### config.mk
export PLATFORM = sky130hd
export DESIGN_NAME = fetch_unit
export DESIGN_NICKNAME = d
export VERILOG_FILES = /design/src/rtl/fetch_unit.sv
export SDC_FILE = /design/constraint.sdc
export NUM_CORES = 1
export LEC_CHECK = 0
export BUFFER_PORTS_ARGS = -buffer_cell sky130_fd_sc_hd__buf_2
export CAP_MARGIN = 15
export CORE_MARGIN = 4
export CORE_UTILIZATION = 40
export DETAILED_ROUTE_END_ITERATION = 10
export PLACE_DENSITY = 0.6
export SYNTH_ARGS = -nofsm -noshare
export SYNTH_HDL_FRONTEND = slang
export SYNTH_SLANG_ARGS = --single-unit
export TNS_END_PERCENT = 50
### constraint.sdc
create_clock -name clk -period 6.85 [get_ports clk]
set_input_delay 1.37 -clock clk [delete_from_list [all_inputs] [get_ports clk]]
set_output_delay 1.37 -clock clk [all_outputs]
set_load 0.1 [all_outputs]
### src/rtl/fetch_unit.sv
// fetch_unit: instruction fetch front end.
// Issues word-aligned requests to a fixed one-cycle-latency instruction memory.
// Responses are queued in a small FIFO that feeds decode over a valid/ready handshake.
// Redirects flush the FIFO and discard every in-flight response.
module fetch_unit #(
    parameter int unsigned            ADDR_WIDTH = 32,
    parameter int unsigned            DATA_WIDTH = 32,
    parameter logic [ADDR_WIDTH-1:0]  RESET_PC   = '0,
    parameter int unsigned            DEPTH      = 2
) (
    input  logic                  clk,
    input  logic                  rst,
    output logic                  imem_req,
    output logic [ADDR_WIDTH-1:0] imem_addr,
    input  logic                  imem_rvalid,
    input  logic [DATA_WIDTH-1:0] imem_rdata,
    input  logic                  redirect_valid,
    input  logic [ADDR_WIDTH-1:0] redirect_pc,
    output logic                  inst_valid,
    output logic [DATA_WIDTH-1:0] inst,
    output logic [ADDR_WIDTH-1:0] inst_pc,
    input  logic                  inst_ready
);

    localparam int unsigned PTR_W = $clog2(DEPTH);
    localparam int unsigned CNT_W = $clog2(DEPTH + 1);
    localparam int unsigned OCC_W = CNT_W + 1;

    typedef enum logic [1:0] {
        S_IDLE  = 2'd0,
        S_RUN   = 2'd1,
        S_FLUSH = 2'd2
    } state_t;

    state_t                state_q;
    logic [ADDR_WIDTH-1:0] fetch_pc_q;
    logic [ADDR_WIDTH-1:0] req_addr_q;
    logic                  outstanding_q;

    logic [CNT_W-1:0]      count_q, count_d;
    logic [PTR_W-1:0]      head_q, tail_q;
    logic [DATA_WIDTH-1:0] buf_data_q [DEPTH];
    logic [ADDR_WIDTH-1:0] buf_pc_q   [DEPTH];

    logic                  push;
    logic                  pop;
    logic [OCC_W-1:0]      occupancy;
    logic [ADDR_WIDTH-1:0] redirect_aligned;
    logic                  unused_redirect_lsbs;

    // Low two bits of the redirect target are ignored; the target is word aligned.
    assign redirect_aligned     = {redirect_pc[ADDR_WIDTH-1:2], 2'b00};
    assign unused_redirect_lsbs = ^redirect_pc[1:0];

    // A response is only accepted when it answers a request from the previous cycle
    // of an uninterrupted RUN stream; anything else is stale and dropped.
    assign pop  = inst_valid && inst_ready;
    assign push = imem_rvalid && outstanding_q && (state_q == S_RUN) && !redirect_valid;

    // Slots committed after this cycle: buffered words plus the word still in flight,
    // minus the word leaving now. A new request needs a guaranteed free slot.
    assign occupancy = OCC_W'(count_q) + OCC_W'(outstanding_q) - OCC_W'(pop);
    assign imem_req  = (state_q == S_RUN) && (occupancy < OCC_W'(DEPTH));
    assign imem_addr = fetch_pc_q;

    // Decode always sees the FIFO head; a response never bypasses the buffer.
    assign inst_valid = (count_q != '0);
    assign inst       = buf_data_q[head_q];
    assign inst_pc    = buf_pc_q[head_q];

    // Control FSM, fetch PC and in-flight request tracking.
    // NOTE: sequential state uses non-blocking assignments so every register
    // samples the pre-edge values of its neighbours, independent of statement order.
    always_ff @(posedge clk or posedge rst) begin
        if (rst) begin
            state_q       <= S_IDLE;
            fetch_pc_q    <= RESET_PC;
            req_addr_q    <= RESET_PC;
            outstanding_q <= 1'b0;
        end else begin
            // A request issued in the redirect cycle belongs to the old stream.
            outstanding_q <= imem_req && !redirect_valid;
            if (imem_req) begin
                req_addr_q <= fetch_pc_q;
            end
            if (redirect_valid) begin
                state_q    <= S_FLUSH;
                fetch_pc_q <= redirect_aligned;
            end else begin
                unique case (state_q)
                    S_IDLE:  state_q <= S_RUN;
                    S_RUN: begin
                        if (imem_req) begin
                            fetch_pc_q <= fetch_pc_q + ADDR_WIDTH'(4);
                        end
                    end
                    S_FLUSH: state_q <= S_RUN;
                    default: state_q <= S_IDLE;
                endcase
            end
        end
    end

    // Next occupancy: simultaneous push and pop leave the count unchanged.
    // NOTE: count_d gets a default before any branch so no latch is inferred.
    always_comb begin
        count_d = count_q;
        if (push && !pop) begin
            count_d = count_q + CNT_W'(1);
        end else if (pop && !push) begin
            count_d = count_q - CNT_W'(1);
        end
    end

    // FIFO pointers and count; a redirect empties the buffer.
    always_ff @(posedge clk or posedge rst) begin
        if (rst) begin
            count_q <= '0;
            head_q  <= '0;
            tail_q  <= '0;
        end else if (redirect_valid) begin
            count_q <= '0;
            head_q  <= '0;
            tail_q  <= '0;
        end else begin
            count_q <= count_d;
            if (push) begin
                tail_q <= tail_q + PTR_W'(1);
            end
            if (pop) begin
                head_q <= head_q + PTR_W'(1);
            end
        end
    end

    // FIFO storage: each entry holds the instruction word and its fetch address.
    // NOTE: storage is not reset; its contents are meaningless while count_q is zero.
    always_ff @(posedge clk) begin
        if (push) begin
            buf_data_q[tail_q] <= imem_rdata;
            buf_pc_q[tail_q]   <= req_addr_q;
        end
    end

    // The request throttle must make a push into a full buffer without a pop impossible.
    a_no_overflow: assert property (
        @(posedge clk) disable iff (rst)
        !(push && (count_q == CNT_W'(DEPTH)) && !pop)
    );

endmodule

# --- Yosys cells after proc, flatten, opt, wreduce, memory -nomap -nowiden ---
# Memory sizes are Yosys's and may differ from the RTL's.
# Index checks and enable logic that the tools add are counted.
classes:
  n_reduce_logical: 20
  eq_ne: 3
  magnitude_cmp: 1
  addsub: 7
  n_mux: 14
ops:
  columns: ["op", "count"]
  rows:
  - ["32-bit two-way mux", 3]
  - ["32-bit by 3-bit adder with 32-bit output, second input constant", 1]
  - ["2-bit nonzero test", 5]
  - ["1-bit logical AND", 8]
  - ["2-bit two-way mux", 4]
  - ["1-bit two-way mux", 6]
  - ["2-bit case mux with 2 select lines", 1]
  - ["2-bit by 1-bit adder with 3-bit output", 1]
  - ["1-bit zero test", 3]
  - ["3-bit by 2-bit < comparator with 1-bit output, second input constant", 1]
  - ["3-bit nonzero test", 1]
  - ["3-bit by 1-bit subtractor with 3-bit output", 1]
  - ["1-bit adder, second input constant", 2]
  - ["2-bit by 1-bit adder with 2-bit output, second input constant", 1]
  - ["2-bit by 1-bit == test with 1-bit output, second input constant", 1]
  - ["2-bit == test, second input constant", 1]
  - ["2-bit zero test", 1]
  - ["2-bit inequality test, second input constant", 1]
  - ["2-bit AND reduction", 1]
  - ["2-bit OR reduction", 1]
  - ["2-bit by 1-bit subtractor with 2-bit output, second input constant", 1]
totals:
  mem_count: 2
  output_inout_bits: 98
  ff_bits: 71
  mem_bits_rw: 128
mem_list:
  columns: ["name", "words", "width", "rd", "rd_clocked_by_memory_dff", "wr", "line", "source"]
  rows:
  - ["buf_data_q", 2, 32, 1, 0, 1, "42", "logic [DATA_WIDTH-1:0] buf_data_q [DEPTH];"]
  - ["buf_pc_q", 2, 32, 1, 0, 1, "43", "logic [ADDR_WIDTH-1:0] buf_pc_q [DEPTH];"]

# --- Longest topological paths before layout ---
# Gate-level depths: netlist (run 1).
logic_depth:
  word_depth: 8
  ltp_mapped: 11
  mapped_depth_nobuf: 10

# --- Worst setup path after synthesis (run 1) ---
# No wires, ideal clock.
synth_timing:
  path_kind: "input -> register"
  from: "in redirect_valid"
  to: "mem buf_data_q[1][0], enable pin"
  cell_stages: 3
  arrival_ns: 6.333
  t_required_ns: 6.279
  slack_ns: -0.054
  path_cell_list: "clkbuf_1 > buf_1 > nor3b_1"
synth_via:
  elab_chain_len: 4
synth_lines:
  columns: ["item", "line", "source"]
  rows:
  - ["start, declared", "17", "input logic redirect_valid,"]
  - ["1-bit zero test", "58", "assign push = imem_rvalid && outstanding_q && (state_q == S_RUN) && !redirect_valid;"]
  - ["1-bit logical AND", "58", null]
  - ["1-bit two-way mux", "139", "if (push) begin"]
  - ["1-bit two-way mux (not written as such)", "140", "buf_data_q[tail_q] <= imem_rdata;"]
  - ["end, declared", "42", null]
# No other way between the ends.

# --- Worst setup path after layout (run 1) ---
layout_timing:
  from: "in inst_ready"
  to: "out imem_req"
layout_via:
  elab_chain_len: 4
layout_lines:
  columns: ["item", "line", "source"]
  rows:
  - ["start, declared", "22", "input logic inst_ready"]
  - ["1-bit logical AND", "57", "assign pop = inst_valid && inst_ready;"]
  - ["3-bit by 1-bit subtractor with 3-bit output", "62", "assign occupancy = OCC_W'(count_q) + OCC_W'(outstanding_q) - OCC_W'(pop);"]
  - ["3-bit by 2-bit < comparator with 1-bit output", "63", "assign imem_req = (state_q == S_RUN) && (occupancy < OCC_W'(DEPTH));"]
  - ["1-bit logical AND", "63", null]
  - ["end, declared", "13", "output logic imem_req,"]
# No other way between the ends.

==> results of run 1 <==
-- worst max-delay path, cell delays in order --
cell	delay, ps
buf_2	110
o21ai_0	180
inv_1	90
ha_1	270
nand2b_1	150
fa_1	420
xnor2_1	290
nand2_1	130
clkinv_1	110
buf_2	430
-- worst max path at each step --
stage,from,slack [ps],to
after floorplan,redirect_valid,240,buf_data_q[0][0]
after global placement,inst_ready,1910,imem_req
after detailed placement,inst_ready,1900,imem_req
after CTS,inst_ready,1910,imem_req
after global routing,inst_ready,1690,imem_req
final,inst_ready,1930,imem_req
-- layout make-up --
type	count	area [sq um]	area share, %
clock buffer	17	425	4.47
clock inverter	15	161	1.70
inverter	10	37.5	0.395
multi-input combinational	351	2310	24.3
sequential	191	5400	56.8
tap	260	325	3.42
timing repair buffer	167	853	8.97
-- registers in the layout, indices dropped and copies added, names as in the netlist --
name           flops
head_q             1
buf_pc_q          60
outstanding_q      1
imem_addr         30
count_q            2
tail_q             1
state_q            2
buf_data_q        64
req_addr_q        30
-- cell usage in the layout, fill, tap and decap left out, drive strengths merged, types with 2 or more instances in the layout --
| cell | instances |
|---|---|
| mux2 | 62 |
| xor2 | 5 |
| a21oi | 2 |
| or2 | 4 |
| o31a | 2 |
| nor4 | 8 |
| bufinv | 2 |
| inv | 12 |
| and3 | 3 |
| o41ai | 2 |
| edfxtp | 124 |
| buf | 167 |
| nand3 | 15 |
| nand4b | 3 |
| clkinv | 5 |
| nand2 | 108 |
| o311ai | 7 |
| nand4 | 14 |
| or3 | 5 |
| nor2 | 21 |
| nor4b | 2 |
| nand2b | 2 |
| conb | 4 |
| xnor2 | 9 |
| a31oi | 14 |
| o31ai | 9 |
| dfrtp | 67 |
| clkinvlp | 6 |
| nor3 | 3 |
| and2 | 2 |
| and4 | 5 |
| or4 | 8 |
| o21ai | 20 |
| ha | 2 |
| clkbuf | 17 |
-- cell families after synthesis --
| kind of cell | share of synthesized area, % |
|---|---|
| flops | 68.7 |
| buf+inv | 2.25 |
| other cells | 0.0477 |
| mux | 9.01 |
| compound gates | 5.02 |
| xor+xnor | 1.56 |
| simple gates | 12.8 |
| fa+ha+maj | 0.573 |
-- power breakdown --
| group | switching (mW) | internal [mW] | leakage, nW |
|---|---|---|---|
| logic | 0.262 | 0.0727 | 1.53 |
| registers | 0.0659 | 1.30 | 1.93 |
| clock network | 0.429 | 0.541 | 0.266 |
-- through the flow --
step           instances  setup slack, ps
2_1_floorplan        584              243
3_3_place_gp         979             1910
3_5_place_dp         979             1900
4_1_cts             1011             1910
5_1_grt             1011             1690
6_report            1011             1930
-- routing by layer --
metal	routed length, um	vias to the layer above	part of all wire (%)
li1	-	2462	-
met1	7920	2551	44
met2	8570	187	48
met3	1080	18	6.1
met4	228	0	1.3
met5	0	-	0
==> impl_metrics.toml, run 1 <==
[clock_tree]
worstSkewPairLatency_ps = 420
cts_buffers = 17
clk_path_buf_depth = 2
cts_resized = 0
cts-root-buf = "clkbuf_16"
postCtsHoldBufs = 0
clk_pin_slew_ps = 70
cts_tree = "built"
htreeDepth = 4
cts_setup_buffers = 0
cts.sink_count = 191

[run]
maxCapViolations = 0

[floorplanning]
num_rows = 50
ioPinCount = 167
initial_core_util_pct = 41.3
die_h_um = 148
chipWidth_um = 148
dieArea_sq_um = 21900
core_sq_um = 19000

[pwr]
p_per_area_nw_per_um2 = 281
vdd_ir_drop_max_uv = 166
total_power_mw = 2.68
leakage_nw = 3.73

[synth]
synth_common_cells = "edfxtp_1, nand2_1, dfrtp_1"
synth.avg_cell_area_sq_um = 13.5
syn_inst = 581
yosysMostFrequentCell = "edfxtp_1"
netlist_area_sq_um = 7860
synth-main-ff-cell = "edfxtp_1"
synth_area_leaders = "edfxtp_1, dfrtp_1, mux2_2"
ys_async_sr_fraction_pct = 35.1
yosysSeqAreaShare_pct = 68.7
synth_edf_count = 124
yosys.area.top_type = "edfxtp_1"
ys_warn_count = 0
synthDistinctLibCells = 48
synth_top_cell_area_share_pct = 47.4
synth_seq_cells = 191

[detailed_routing]
drtAntennaViolNets = 0
vias = 5218
dr.first_iter.drc_count = 344
routedWlPerCell_um = 17.6
drtPass1Iterations = 5
viasPerCell = 5.16
drc = 0
wl_mm = 17.8

[sta]
finalHoldViolations = 0
grt_setup_unrepaired = "no"
worstMarginPinSlew_ps = 943
whs_ps = 470
relSlewSlack_pct = 37.1
fin_skew_ps = 8.07
timing.fmax_mhz = 203
slew_viol_final = 0
final-setup-viol-count = 0
period_needed_ps = 4920
setup_tns_ps = 0
timing.final.crit_share_pct = 71.9

[critical_path]
r2r_cells = 9
regToRegStartpoint = "count_q[1]"
crit_type = "input pin to primary output"
r2r-end = "imem_addr[26]"
regToRegSetupSlack_ps = 3210
start_kind = "input pin"
required_ps = 5480
critPathCaptureType = "primary output"
worst_ep_arrival_time_ps = 3550
path_max_fanout = 4

[grt]
grt_busiest_layer = "met2"
grt_first_pass_wirelength_mm = 28.2
grt_remaining_overflow = 0
antenna_found_initial = 0
grt_max_degree = 68
met1_usage_pct = 22.0
grt_use_met3_pct = 3.72
grt_pass1_vias = 5289
globalRouteMet2Util_pct = 26.5
grtUsageTotal_pct = 16.3

[cells_and_area]
utilization_pct = 50.0
n_antenna_cell = 0
fill_cells = 1756
area_growth_pct = 21.1
final_cell_area_sq_um = 9510
fin_nets = 810
drive_above_1_share_pct = 36.2

[worst_hold_path]
min_to = "buf_pc_q[0][13]"
holdCritStartpoint = "req_addr_q[13]"
hold_path.class = "flop to flop"
holdPathStages = 0

[place]
hpwl_mm = 11.8
place_congestion = 0.789
dpl_cell_area_sq_um = 8920
port_buffers = 160

[outcome]
status = "finished, final reports clean"
No activity file was read; power rests on OpenSTA's default activity.
==> inputs of run 2 (changes only) <==
Clock period 6.85 ns to 4.6 ns, I/O delays scaled along.
==> run 2 against run 1 <==
Compared with the run above:
- flip-flop and latch count stayed put
- largest power group unchanged
- cell area grew 0.33%
- critical endpoint unchanged
- core utilization increased by 0.16 points
- die area unchanged
- register-to-register slack got worse by 2300 ps
- clock skew shrank 0.94 ps
==> impl_metrics.toml, run 2 (same netlist as run 1, synthesis figures left out) <==
[grt]
grt_remaining_overflow = 0
grt_max_degree = 63
grt_pass1_vias = 5368
antenna_found_initial = 0
grtUsageTotal_pct = 16.6
grt_first_pass_wirelength_mm = 28.5

[place]
place_congestion = 0.800
port_buffers = 160
placed_cells = 980
hpwl_mm = 12.1
dpl_cell_area_sq_um = 8930

[floorplanning]
chipWidth_um = 148
die_h_um = 148
dieArea_sq_um = 21900
core_sq_um = 19000
num_rows = 50
ioPinCount = 167
initial_core_util_pct = 41.3

[sta]
fin_skew_ps = 7.14
timing.fmax_mhz = 241
relSlewSlack_pct = 37.3
setup_tns_ps = 0
slew_viol_final = 0
timing.final.crit_share_pct = 90.1
final-setup-viol-count = 0
period_needed_ps = 4150
grt_setup_unrepaired = "no"
finalHoldViolations = 0
worstMarginPinSlew_ps = 939

[clock_tree]
cts_tree = "built"
htreeDepth = 4
worstSkewPairLatency_ps = 430
clk_pin_slew_ps = 70
cts-root-buf = "clkbuf_16"
cts.sink_count = 191
clk_path_buf_depth = 2
postCtsHoldBufs = 0
cts_resized = 0
cts_buffers = 17
cts_setup_buffers = 0

[cells_and_area]
n_antenna_cell = 0
fin_nets = 811
final_cell_area_sq_um = 9540
fin_cells = 1012
drive_above_1_share_pct = 36.4
largest_reg_flops = 64
top_register = "buf_data_q"
final_cell_mix = "buf_2, edfxtp_1, nand2_1"
final_common_cell = "buf_2"
reg_top3 = "buf_data_q: 64 flops, buf_pc_q: 60 flops"
area_growth_pct = 21.5
fill_cells = 1732
utilization_pct = 50.2

[critical_path]
start_kind = "flop"
required_ps = 3680
slowest_delay_ps = 480
crit_slowest_cell = "dfrtp_1"
crit_type = "flop to primary output"
path_max_fanout = 8
worst_ep_arrival_time_ps = 3230
path_cells = "o21ai_0 -> inv_1 -> ha_1 -> nand2b_1 -> fa_1 -> xnor2_1 -> nand2_1 -> clkinv_1 -> buf_2"
critPathCaptureType = "primary output"

[detailed_routing]
viasPerCell = 5.19
dr.first_iter.drc_count = 233
wl_met3_mm = 1.17
wl_met1_mm = 7.73
wl_met2_mm = 8.54
drtPass1Iterations = 6
drtAntennaViolNets = 0
routedWlPerCell_um = 17.4
vias = 5251
wl_mm = 17.6
drc = 0
top_layer = "met4"

[pwr]
leakage_nw = 3.75
p_per_area_nw_per_um2 = 423
vdd_ir_drop_max_uv = 279

[outcome]
status = "finished, final reports clean"

[worst_hold_path]
hold_path.class = "flop to flop"

[run]
maxCapViolations = 0
==> run 2: cell count changes in the layout (fill, tap and decap cells not counted), sizes merged <==
cell,before,now
buf,167,168
clkinvlp,6,4
bufinv,2,3
clkinv,5,6
==> run 2: layout make-up <==
class / count / area (sq um) / share of cell area, %
Clock buffer: 17 / 425 / 4.46
Clock inverter: 15 / 185 / 1.94
Inverter: 10 / 37.5 / 0.393
Multi-Input combinational cell: 351 / 2310 / 24.2
Sequential cell: 191 / 5400 / 56.6
Tap cell: 260 / 325 / 3.41
Timing Repair Buffer: 168 / 861 / 9.02
==> run 2: final timing paths <==
path,from,to,slack [ps],cells past startpoint
worst max-delay path,count_q[1],imem_req,450,9
worst min-delay path,req_addr_q[15],buf_pc_q[0][15],470,0
worst max register to register,count_q[1],imem_addr[21],930,9
worst min register to register,req_addr_q[15],buf_pc_q[0][15],470,0
max in group asynchronous,rst,req_addr_q[14],3020,3
min in group asynchronous,rst,req_addr_q[11],710,2
==> run 2: critical path: cells and delay by family, from the launching register on <==
kind            cells  cell delay [ps]
compound gates      1              410
flops               1              480
xor+xnor            1              290
buf+inv             3              630
fa+ha+maj           2              700
simple gates        2              290
==> run 2: layer usage <==
metal,GRT usage (%),up-vias
met5,0,-
met3,4.91,12
met4,4.62,0
met2,26.9,183
met1,21.7,2590
li1,-,2466
==> run 2: where the power goes <==
| part | switching (mW) | leakage (nW) | internal [mW] |
|---|---|---|---|
| Sequential | 0.0979 | 1.93 | 1.94 |
| Clock | 0.639 | 0.288 | 0.862 |
| Combinational | 0.391 | 1.53 | 0.108 |
| Total | 1.13 | 3.75 | 2.91 |
==> run 2: metrics by stage <==
step           setup slack (ps)  power (mW)  hold slack, ps
2_1_floorplan             -1560        2.44             439
3_3_place_gp                573        2.56             451
3_5_place_dp                559        2.58             458
4_1_cts                     430        4.08             472
5_1_grt                     170        4.21             489
6_report                    454        4.04             472
==> inputs of run 3 (changes only) <==
Settings changed: CORE_UTILIZATION 40 to 32, PLACE_DENSITY 0.6 to 0.5.
==> run 3 against run 2 <==
Compared with the run above:
- power down 1.1%
- clock power down 3%
- maximum frequency down 0.56%
- setup slack worse by 23 ps
- cell area up 0.77%
- critical path depth unchanged
- clock-buffer cell count up 3
- critical path type unchanged
- critical endpoint unchanged
- largest cell class unchanged
==> impl_metrics.toml, run 3 (same netlist as run 1, synthesis figures left out) <==
[pwr]
p_sw_share_pct = 28.5
combinationalPowerShare_pct = 12.5
p_sw_mw = 1.14
seq_power_share_pct = 51.1
p_per_area_nw_per_um2 = 416
total_power_mw = 4.00
leakage_nw = 3.76
vdd_ir_drop_max_uv = 192
clkPwrFrac_pct = 36.5
power.internal_mw = 2.86

[cells_and_area]
largest_reg_flops = 64
fill_cells = 2360
reg_top3 = "buf_data_q: 64 flops, buf_pc_q: 60 flops"
final_cell_area_sq_um = 9620
n_antenna_cell = 0
drive_above_1_share_pct = 36.3
final_cell_mix = "buf_2, edfxtp_1, nand2_1"
area_growth_pct = 22.4
multi_input_area_sq_um = 2310
top_register = "buf_data_q"
fin_cells = 1076
final_common_cell = "buf_2"
fin_nets = 811
regArea_sq_um = 5400

[clock_tree]
clk_path_buf_depth = 2
postCtsHoldBufs = 0
clk_pin_slew_ps = 70
cts.sink_count = 191
cts_resized = 0
htreeDepth = 4
cts_setup_buffers = 0
cts_buffers = 17
cts-root-buf = "clkbuf_16"
worstSkewPairLatency_ps = 420
cts_tree = "built"

[place]
dpl_cell_area_sq_um = 9020
hpwl_mm = 12.2
placed_cells = 1044
place_congestion = 0.759
port_buffers = 160

[critical_path]
critPathCaptureType = "primary output"
regToRegSetupSlack_ps = 1050
startpoint = "count_q[1]"
required_ps = 3680
worst_ep_arrival_time_ps = 3250
crit_type = "flop to primary output"
regToRegStartpoint = "count_q[1]"
path_max_fanout = 8
start_kind = "flop"

[grt]
grtUsageTotal_pct = 13.6
grt_first_pass_wirelength_mm = 28.7
antenna_found_initial = 0
grt_pass1_vias = 5331
grt_remaining_overflow = 0
grt_max_degree = 63

[floorplanning]
core_sq_um = 24200
initial_core_util_pct = 32.4
ioPinCount = 167
chipWidth_um = 165
num_rows = 57
dieArea_sq_um = 27100
die_h_um = 165

[sta]
timing.fmax_mhz = 240
finalHoldViolations = 0
setup_tns_ps = 0
relSlewSlack_pct = 38.7
slew_viol_final = 0
timing.final.crit_share_pct = 90.6
whs_ps = 476
worstMarginPinSlew_ps = 918
period_needed_ps = 4170
fin_skew_ps = 10.4
final-setup-viol-count = 0
grt_setup_unrepaired = "no"

[detailed_routing]
wl_mm = 18.0
viasPerCell = 4.82
drc = 0
dr.first_iter.drc_count = 292
drtPass1Iterations = 5
drtAntennaViolNets = 0
routedWlPerCell_um = 16.8
vias = 5183

[worst_hold_path]
hold_path.class = "flop to flop"
holdCritStartpoint = "req_addr_q[3]"

[run]
maxCapViolations = 0

[outcome]
status = "finished, final reports clean"
-- run 3: cell count changes in the layout (fill, tap and decap cells not counted) --
cell | previous run | this run
clkinv_4 | 3 | 4
inv_8 | 1 | 2
buf_4 | 8 | 7
bufinv_16 | 3 | 1
buf_12 | 0 | 1
clkinvlp_4 | 4 | 0
clkbuf_1 | 0 | 1
inv_6 | 2 | 3
clkbuf_16 | 17 | 18
clkbuf_8 | 0 | 1
-- run 3: worst max-delay path, cell delays in order, from the launching register on --
cell      delay (ps)
dfrtp_1          480
o21ai_0          410
inv_1             90
ha_1             270
nand2b_1         150
fa_1             410
xnor2_1          310
nand2_1          140
clkinv_1         120
buf_2            430
-- run 3: layout make-up --
| class | count | area share (%) |
|---|---|---|
| Clock buffer | 20 | 4.87 |
| Clock inverter | 12 | 1.29 |
| Inverter | 10 | 0.390 |
| Multi-Input combinational cell | 351 | 24.0 |
| Sequential cell | 191 | 56.2 |
| Tap cell | 324 | 4.22 |
| Timing Repair Buffer | 168 | 9.08 |
-- run 3: per-layer routing --
metal	routed length [um]	vias to the layer above	global-route usage, %
li1	-	2462	-
met1	8030	2537	18.3
met2	8730	173	22.2
met3	1090	11	3.42
met4	186	0	3.40
met5	0	-	0
-- run 3: metrics by stage --
stage	utilization [%]	setup WS [ps]
after floorplan	-	-1560
after global placement	37.2	532
after detailed placement	37.2	541
after CTS	39.7	402
after global routing	39.7	228
final	39.7	431
-- run 3: power groups by stage --
stage / logic, mW / registers (mW) / clock network, mW
after global placement: 0.498 / 2.07 / 0
after global routing: 0.537 / 2.06 / 1.59
after detailed placement: 0.504 / 2.08 / 0
after CTS: 0.505 / 2.04 / 1.50
final: 0.499 / 2.04 / 1.46
after floorplan: 0.214 / 2.22 / 0
-- run 3: final timing paths --
check,end,cells after the start
max in group asynchronous,req_addr_q[18],3
min in group asynchronous,req_addr_q[4],2
setup reg to reg,imem_addr[26],9
setup / recovery,imem_req,9
hold reg to reg,buf_pc_q[1][3],0
hold / removal,buf_pc_q[1][3],0
